File: src/rtl/sdp_bram_reader_pkg.sv
// Shared types and constants for the block-RAM burst reader.
package sdp_bram_reader_pkg;

  localparam int FIFO_DEPTH = 4;

  typedef enum logic {
    IDLE = 1'b0,
    READ = 1'b1
  } state_t;

endpackage

File: src/rtl/sdp_bram_reader_fifo.sv
// Four-entry synchronous FIFO that absorbs RAM read data under consumer backpressure.
module sdp_bram_reader_fifo
  import sdp_bram_reader_pkg::*;
#(
  parameter int WIDTH = 33
) (
  input  logic             clk,
  input  logic             rst_n,
  input  logic             push,
  input  logic [WIDTH-1:0] push_data,
  input  logic             pop,
  output logic [WIDTH-1:0] head,
  output logic             empty,
  output logic [2:0]       count
);

  localparam logic [2:0] FULL_COUNT = 3'(FIFO_DEPTH);
  localparam logic [1:0] PTR_ONE    = 2'd1;

  logic [WIDTH-1:0] mem [FIFO_DEPTH];
  logic [1:0]       wptr;
  logic [1:0]       rptr;
  logic             do_push;
  logic             do_pop;

  assign empty   = (count == 3'd0);
  assign do_pop  = pop && !empty;
  assign do_push = push && ((count != FULL_COUNT) || do_pop);
  assign head    = mem[rptr];

  // NOTE: storage carries no reset; entries are only read once the count says they were written.
  always_ff @(posedge clk) begin
    if (do_push) mem[wptr] <= push_data;
  end

  // NOTE: sequential state uses non-blocking assignments so every register samples pre-edge values.
  always_ff @(posedge clk or negedge rst_n) begin
    if (!rst_n) begin
      wptr  <= '0;
      rptr  <= '0;
      count <= '0;
    end else begin
      if (do_push) wptr <= wptr + PTR_ONE;
      if (do_pop)  rptr <= rptr + PTR_ONE;
      count <= count + 3'(do_push) - 3'(do_pop);
    end
  end

endmodule

File: src/rtl/sdp_bram_reader.sv
// Burst read engine: issues sequential one-cycle-latency RAM reads and streams the words out.
module sdp_bram_reader
  import sdp_bram_reader_pkg::*;
#(
  parameter int ADDR_WIDTH = 6,
  parameter int DATA_WIDTH = 32
) (
  input  logic                  clk,
  input  logic                  rst_n,
  input  logic                  cmd_valid,
  output logic                  cmd_ready,
  input  logic [ADDR_WIDTH-1:0] cmd_addr,
  input  logic [ADDR_WIDTH:0]   cmd_len,
  output logic                  mem_re,
  output logic [ADDR_WIDTH-1:0] mem_ra,
  input  logic [DATA_WIDTH-1:0] mem_rd,
  output logic                  out_valid,
  input  logic                  out_ready,
  output logic [DATA_WIDTH-1:0] out_data,
  output logic                  out_last,
  output logic                  busy
);

  localparam logic [ADDR_WIDTH-1:0] ADDR_ONE = 1;
  localparam logic [ADDR_WIDTH:0]   REM_ONE  = 1;
  localparam logic [3:0]            DEPTH4   = 4'(FIFO_DEPTH);

  state_t                state_q, state_d;
  logic [ADDR_WIDTH-1:0] addr_q;
  logic [ADDR_WIDTH:0]   rem_q;
  logic                  in_flight_q;
  logic                  in_flight_last_q;
  logic [2:0]            fifo_count;
  logic                  fifo_empty;
  logic [DATA_WIDTH:0]   fifo_head;
  logic [3:0]            occupancy;
  logic                  accept;
  logic                  issue;
  logic                  last_issue;

  assign cmd_ready  = (state_q == IDLE);
  assign accept     = cmd_ready && cmd_valid && (cmd_len != '0);

  // Credits count words already buffered plus the one still in the RAM pipeline,
  // so the decision depends on registers only and never on out_ready.
  assign occupancy  = {1'b0, fifo_count} + 4'(in_flight_q);
  assign issue      = (state_q == READ) && (rem_q != '0) && (occupancy < DEPTH4);
  assign last_issue = issue && (rem_q == REM_ONE);

  assign mem_re     = issue;
  assign mem_ra     = addr_q;
  assign out_valid  = !fifo_empty;
  assign out_data   = fifo_head[DATA_WIDTH-1:0];
  assign out_last   = fifo_head[DATA_WIDTH];
  assign busy       = (state_q == READ) || in_flight_q || !fifo_empty;

  // NOTE: every output of a combinational block gets a default first, so no path can infer a latch.
  always_comb begin
    state_d = state_q;
    unique case (state_q)
      IDLE: if (accept)     state_d = READ;
      READ: if (last_issue) state_d = IDLE;
      default:              state_d = IDLE;
    endcase
  end

  always_ff @(posedge clk or negedge rst_n) begin
    if (!rst_n) begin
      state_q          <= IDLE;
      addr_q           <= '0;
      rem_q            <= '0;
      in_flight_q      <= 1'b0;
      in_flight_last_q <= 1'b0;
    end else begin
      state_q          <= state_d;
      in_flight_q      <= issue;
      in_flight_last_q <= last_issue;
      if (accept) begin
        addr_q <= cmd_addr;
        rem_q  <= cmd_len;
      end else if (issue) begin
        addr_q <= addr_q + ADDR_ONE;
        rem_q  <= rem_q - REM_ONE;
      end
    end
  end

  sdp_bram_reader_fifo #(
    .WIDTH (DATA_WIDTH + 1)
  ) u_fifo (
    .clk       (clk),
    .rst_n     (rst_n),
    .push      (in_flight_q),
    .push_data ({in_flight_last_q, mem_rd}),
    .pop       (out_ready),
    .head      (fifo_head),
    .empty     (fifo_empty),
    .count     (fifo_count)
  );

endmodule

File: config.mk
export PLATFORM = sky130hd
export DESIGN_NAME = sdp_bram_reader
export DESIGN_NICKNAME = d
export VERILOG_FILES = /design/src/rtl/sdp_bram_reader_pkg.sv /design/src/rtl/sdp_bram_reader_fifo.sv /design/src/rtl/sdp_bram_reader.sv
export SDC_FILE = /design/constraint.sdc
export NUM_CORES = 1
export LEC_CHECK = 0
export CORE_MARGIN = 2
export CORE_UTILIZATION = 54
export DETAILED_ROUTE_END_ITERATION = 10
export PLACE_DENSITY = 0.9
export RECOVER_POWER = 25
export SETUP_SLACK_MARGIN = 0.4
export SYNTH_ARGS = -nofsm -noshare
export SYNTH_HDL_FRONTEND = slang
export SYNTH_HIERARCHICAL = 1
export SYNTH_SLANG_ARGS = --single-unit
File: constraint.sdc
create_clock -name clk -period 3 [get_ports clk]
set_input_delay 0.6 -clock clk [delete_from_list [all_inputs] [get_ports clk]]
set_output_delay 0.6 -clock clk [all_outputs]
set_load 0.01 [all_outputs]
==> flow_summary.ini, run 1 <==
[status]
outcome = finished clean

[power_and_ir_drop]
power.internal_mw = 5.82
leakage_nw = 2.77
ir_drop_v = 0.000523
swShare_pct = 30.2
p_sw_mw = 2.51
power_density_mw_per_mm2 = 1060
seqPwrFrac_pct = 39.1
combPwrFrac_pct = 36.3
clockPowerShare_pct = 24.6

[timing]
finalCritPeriodShare_pct = 87.4
tightest_slew_ps = 1250
max_freq_ghz = 0.382
period_needed_ps = 2620
finalHoldViolCount = 0
hold_ws_ps = 526
slew_viol_final = 0
rsz0062_at_grt = true
timing.setup.tns_ps = 0
relSlewSlack_pct = 16.5
setup_viol = 0
fin_ws_ps = 379
skew_ps = 7.56

[place]
hpwl_um = 7090
place_worst_setup_slack_ps = 225
gp_congestion = 0.827
dp.cells = 521
io_buffer_count = 91

[grt]
grt_pass1_wl_um = 18500
grt_use_met3_pct = 6.82
grt_antenna_before_repair = 0
gr-usage-all-layers_pct = 21.4
grt_pass1_vias = 3406
globalRouteMet2Util_pct = 36.3
busiest_layer = met2
grt_use_met1_pct = 26.2
grt_max_degree = 34
overflow = 0

[route]
detail_route.vias_per_cell = 5.69
routedWlPerCell_um = 21.4
wl_um = 12100
drt_iter0_markers = 273
num_vias = 3219
drc = 0
drt-pass1-iter-count = 4
ant_nets = 0

[clock_tree]
htree_num_levels = 4
path_clk_slew_ps = 60
clkLatencyLatePin_ps = 510
cts_made_buffers = 17
cts_tree = yes
clock_path_buffers = 2
root_buffer = clkbuf_8
cts.sinks = 155

[setup_path]
reg2regPathDepth = 9
critPathCaptureType = output pin
arrival_ps = 2020
crit_required_ps = 2400
cp-start-kind = flop
critPathKind = reg -> out
critPathMaxFanout = 6

[floorplanning]
io_pins = 92
dieArea_mm2 = 0.0121
initial_core_util_pct = 55.8
num_rows = 38
die_y_um = 110
dieWidth_um = 110
design.core.area_mm2 = 0.0109

[min_path]
hp-class = reg -> reg
hold_depth = 0

[logic_synthesis]
synth-warning-count = 6
syn-cell-area_mm2 = 0.00607
netlist_instances = 294
synth_edf_count = 132
async_reset_ff_share_pct = 14.8
yosysSeqAreaShare_pct = 74.7
syn_nets = 353
synth-main-ff-cell = edfxtp_1
syn_area_per_cell_um2 = 20.7
synth_seq_cells = 155
ys_types = 47

[final_layout]
nNetsFinal = 472
drive_gt1_share_pct = 29.8
syn_to_final_growth_pct = 29.2
antenna_cells = 0
instances_no_fill = 566

[run]
drv_cap = 0
-- layout make-up --
type                    count  area [um2]
well taps                 140         175
multi-input cells         112        1410
flip-flops and latches    155        4540
clock buffers              19         422
clock inverters            13         151
inverters                  15        58.8
fillers                   666        3040
repair buffers            112        1090
-- metrics by stage --
step | area (um2) | util, % | total power [mW]
2_1_floorplan | 6070 | - | 4.91
3_3_place_gp | 7160 | 65.8 | 6.06
3_5_place_dp | 7160 | 65.8 | 6.20
4_1_cts | 7820 | 71.8 | 8.31
5_1_grt | 7850 | 72.1 | 8.76
6_report | 7850 | 72.1 | 8.33
-- worst paths after layout --
path,startpoint,end,slack (ps)
worst max-delay path,u_fifo/rptr[0],out_data[18],380
worst min-delay path,in_flight_last_q,u_fifo/mem[3][32],530
worst max register to register,rem_q[0],rem_q[2],560
worst min register to register,in_flight_last_q,u_fifo/mem[3][32],530
max in group asynchronous,rst_n,u_fifo/count[1],1290
min in group asynchronous,rst_n,in_flight_q,880
-- cell families (layout without fill, tap and decap cells) --
group           after synthesis  in the layout  synth area share (%)
compound gates               27             27                  4.12
xor+xnor                      5              5                 0.721
fa+ha+maj                    10             10                  2.18
buf+inv                      27            159                  2.08
flops                       155            155                  74.7
mux                          38             38                  13.2
simple gates                 32             32                  2.95
-- Yosys cell counts (4+ instances only) --
master | instances | area (um2)
and2_2 | 4 | 30.0
buf_2 | 5 | 25.0
dfrtp_1 | 23 | 576
edfxtp_1 | 132 | 3960
ha_1 | 9 | 113
inv_1 | 13 | 48.8
mux4_2 | 33 | 743
nand3_1 | 4 | 20.0
nor2_1 | 6 | 22.5
nor3_1 | 4 | 20.0
or3_1 | 5 | 31.3
xnor2_1 | 4 | 35.0
-- critical path: stages, from the launching register on --
cell	delay (ps)
dfrtp_2	430
buf_12	140
buf_12	120
buf_12	110
buf_16	130
mux4_2	420
buf_2	150
-- sequential cells by signal (all words and copies together), names as in the netlist --
name and count:
u_fifo/wptr 2, u_fifo/mem 132, rem_q 7, u_fifo/rptr 2, in_flight_last_q 1, mem_ra 6
u_fifo/count 3, in_flight_q 1, state_q 1
-- per-layer routing --
| metal | part of all wire, % | wire length, um |
|---|---|---|
| met1 | 40 | 4800 |
| met2 | 53 | 6390 |
| met3 | 6.6 | 794 |
| met4 | 0.84 | 101 |
| met5 | 0 | 0 |
-- what timing repair did --
item,in CTS,in global routing
gates cloned,3,0
pin swaps,1,1
endpoints found under the setup margin,35,19
hold buffers,0,0
resized for setup,86,32
setup buffers,5,5
-- power by group through the flow --
| stage | registers, mW | logic [mW] | clock network, mW |
|---|---|---|---|
| after floorplan | 3.20 | 1.71 | 0 |
| after global placement | 3.23 | 2.83 | 0 |
| after CTS | 3.26 | 2.97 | 2.08 |
| after detailed placement | 3.28 | 2.91 | 0 |
| after global routing | 3.31 | 3.27 | 2.17 |
| final | 3.26 | 3.02 | 2.05 |
-- cells in the final DEF (no fill, tap or decap), types with 4 or more instances in the layout --
cell	synthesis	layout
nand3_1	4	4
or3_1	5	5
dlygate4sd2_1	0	8
nor2_1	6	6
buf_2	5	7
nor3_1	4	4
mux4_2	33	33
inv_1	13	12
xnor2_1	4	4
dlygate4sd3_1	0	17
edfxtp_1	132	132
clkbuf_2	0	12
clkdlybuf4s50_1	0	39
buf_4	3	12
clkbuf_16	0	16
buf_12	0	4
ha_1	9	8
clkinvlp_4	0	4
buf_6	1	7
dfrtp_1	23	21
and2_2	4	4
No activity file was read; power rests on OpenSTA's default activity.
==> run 2, diff against run 1 <==
--- a/config.mk
+++ b/config.mk
@@ -5,12 +5,15 @@
 export SDC_FILE = /design/constraint.sdc
 export NUM_CORES = 1
 export LEC_CHECK = 0
+export CELL_PAD_IN_SITES_DETAIL_PLACEMENT = 1
+export CELL_PAD_IN_SITES_GLOBAL_PLACEMENT = 2
 export CORE_MARGIN = 2
-export CORE_UTILIZATION = 54
+export CORE_UTILIZATION = 41
 export DETAILED_ROUTE_END_ITERATION = 10
 export PLACE_DENSITY = 0.9
 export RECOVER_POWER = 25
 export SETUP_SLACK_MARGIN = 0.4
+export SLEW_MARGIN = 20
 export SYNTH_ARGS = -nofsm -noshare
 export SYNTH_HDL_FRONTEND = slang
 export SYNTH_HIERARCHICAL = 1
==> run 2 against run 1 <==
Compared with the run above:
- wire length rose by 1.3%
- die area grew 30%
- clock-buffer cell count rose by 1
- first-iteration DRC count is 36% lower
- setup slack worse by 66 ps
- global-route usage fell by 4.8 points
- clock power up 6%
- final cell count grew 5.8%
- critical path depth unchanged
- critical endpoint is now mem_re
- highest routed layer unchanged
==> flow_summary.ini, run 2 (synthesis results as in run 1) <==
[setup_path]
critPathMaxFanout = 5
r2r_end = u_fifo/count[2]
reg2regPathDepth = 9
critPathBufInv = 3
critPathCaptureType = output pin
worstReg2RegStart = u_fifo/count[1]
cp-start-kind = flop
cp_top_family = buffers and inverters
critical-path-max-stage-delay_ps = 420
arrival_ps = 2090
critPathKind = reg -> out
crit_chain = inv_1 > ha_2 > or3b_4 > o2111ai_4 > inv_2 > dlygate4sd2_1
crit_slowest_cell = dfrtp_1
crit_required_ps = 2400
r2r_slack_ps = 660

[timing]
hold_ws_ps = 494
slew_viol_final = 0
relSlewSlack_pct = 36.0
finalHoldViolCount = 0
setup_viol = 0
finalCritPeriodShare_pct = 89.5
rsz0062_at_grt = true
tightest_slew_ps = 961
timing.setup.tns_ps = 0
skew_ps = 8.67
period_needed_ps = 2690
fin_ws_ps = 314
max_freq_ghz = 0.372

[floorplanning]
io_pins = 92
initial_core_util_pct = 42.0
design.core.area_mm2 = 0.0145
num_rows = 44
die_y_um = 126
dieArea_mm2 = 0.0158
dieWidth_um = 126

[place]
io_buffer_count = 91
gp_congestion = 0.735
place_worst_setup_slack_ps = 191
hpwl_um = 7760

[route]
routedWlPerCell_um = 20.4
detail_route.vias_per_cell = 5.25
drc = 0
drt_iter0_markers = 175
num_vias = 3144
ant_nets = 0
drt-pass1-iter-count = 4
wl_um = 12200

[final_layout]
largest_reg_flops = 132
syn_to_final_growth_pct = 30.4
largest_register = u_fifo/mem
antenna_cells = 0
fill_cells = 1321
drive_gt1_share_pct = 21.9
layout_common_cells = edfxtp_1 (132), clkdlybuf4s50_1 (36), mux4_2 (33), dlygate4sd3_1 (22), dfrtp_1 (21)
multi_input_area_mm2 = 0.00141
ff_latch_area_mm2 = 0.00454
nNetsFinal = 461
final_core_util_pct = 54.7
layout_commonest_cell = edfxtp_1

[min_path]
hold_depth = 0
hp-class = reg -> reg
hold_end = u_fifo/mem[2][32]
min-delay-start = in_flight_last_q

[status]
outcome = finished clean

[clock_tree]
cts_made_buffers = 17
cts_tree = yes
cts_hold_buffers = 0
cts.sinks = 155
clock_path_buffers = 2
clkLatencyLatePin_ps = 420
root_buffer = clkbuf_16
path_clk_slew_ps = 60
htree_num_levels = 4

[grt]
grt_use_met3_pct = 5.06
busiest_layer = met2
grt_pass1_wl_um = 19600
grt_use_met1_pct = 21.7
grt_max_degree = 34
grt_pass1_vias = 3531
grt_antenna_before_repair = 0
gr-usage-all-layers_pct = 16.6
globalRouteMet2Util_pct = 26.7
overflow = 0

[power_and_ir_drop]
leakage_nw = 2.89
power_density_mw_per_mm2 = 1050
ir_drop_v = 0.000522

[run]
drv_cap = 0
run 2: layout make-up:
class | count | area share [%]
sequential | 155 | 57.3
multi-input combinational | 112 | 17.8
timing repair buffer | 101 | 13.5
clock buffer | 20 | 5.51
tap | 184 | 2.91
clock inverter | 12 | 2.19
inverter | 15 | 0.711
run 2: repair_timing:
item | in CTS | in global routing
cloned | 1 | 0
setup buffers | 2 | 0
endpoints found under the setup margin | 35 | 22
gates resized for setup | 16 | 23
run 2: worst max path at each step:
stage | start | end | slack (ps) | cells after the start
2_1_floorplan | out_ready | u_fifo/count[2] | 780 | 9
3_3_place_gp | out_ready | u_fifo/count[2] | 270 | 10
3_5_place_dp | out_ready | u_fifo/count[2] | 190 | 10
4_1_cts | u_fifo/rptr[0] | out_data[1] | 270 | 4
5_1_grt | rem_q[1] | mem_re | 200 | 6
6_report | rem_q[0] | mem_re | 310 | 6
run 2: power by group:
part / leakage (nW) / switching [mW] / total, mW / internal (mW)
Sequential: 1.47 / 0.267 / 3.26 / 2.99
Combinational: 1.12 / 1.39 / 2.87 / 1.48
Clock: 0.298 / 0.794 / 2.18 / 1.39
Total: 2.89 / 2.45 / 8.31 / 5.87
run 2: metal layers:
metal,part of all wire [%],wire length [um]
met1,46,5600
met2,49,6010
met3,4.3,530
met4,0.85,104
met5,0,0
run 2: metrics by stage:
| step | cell area, um2 | total power, mW | instances |
|---|---|---|---|
| 2_1_floorplan | 6070 | 4.91 | 294 |
| 3_3_place_gp | 7220 | 6.16 | 564 |
| 3_5_place_dp | 7220 | 6.28 | 564 |
| 4_1_cts | 7860 | 8.47 | 599 |
| 5_1_grt | 7920 | 8.76 | 599 |
| 6_report | 7920 | 8.31 | 599 |
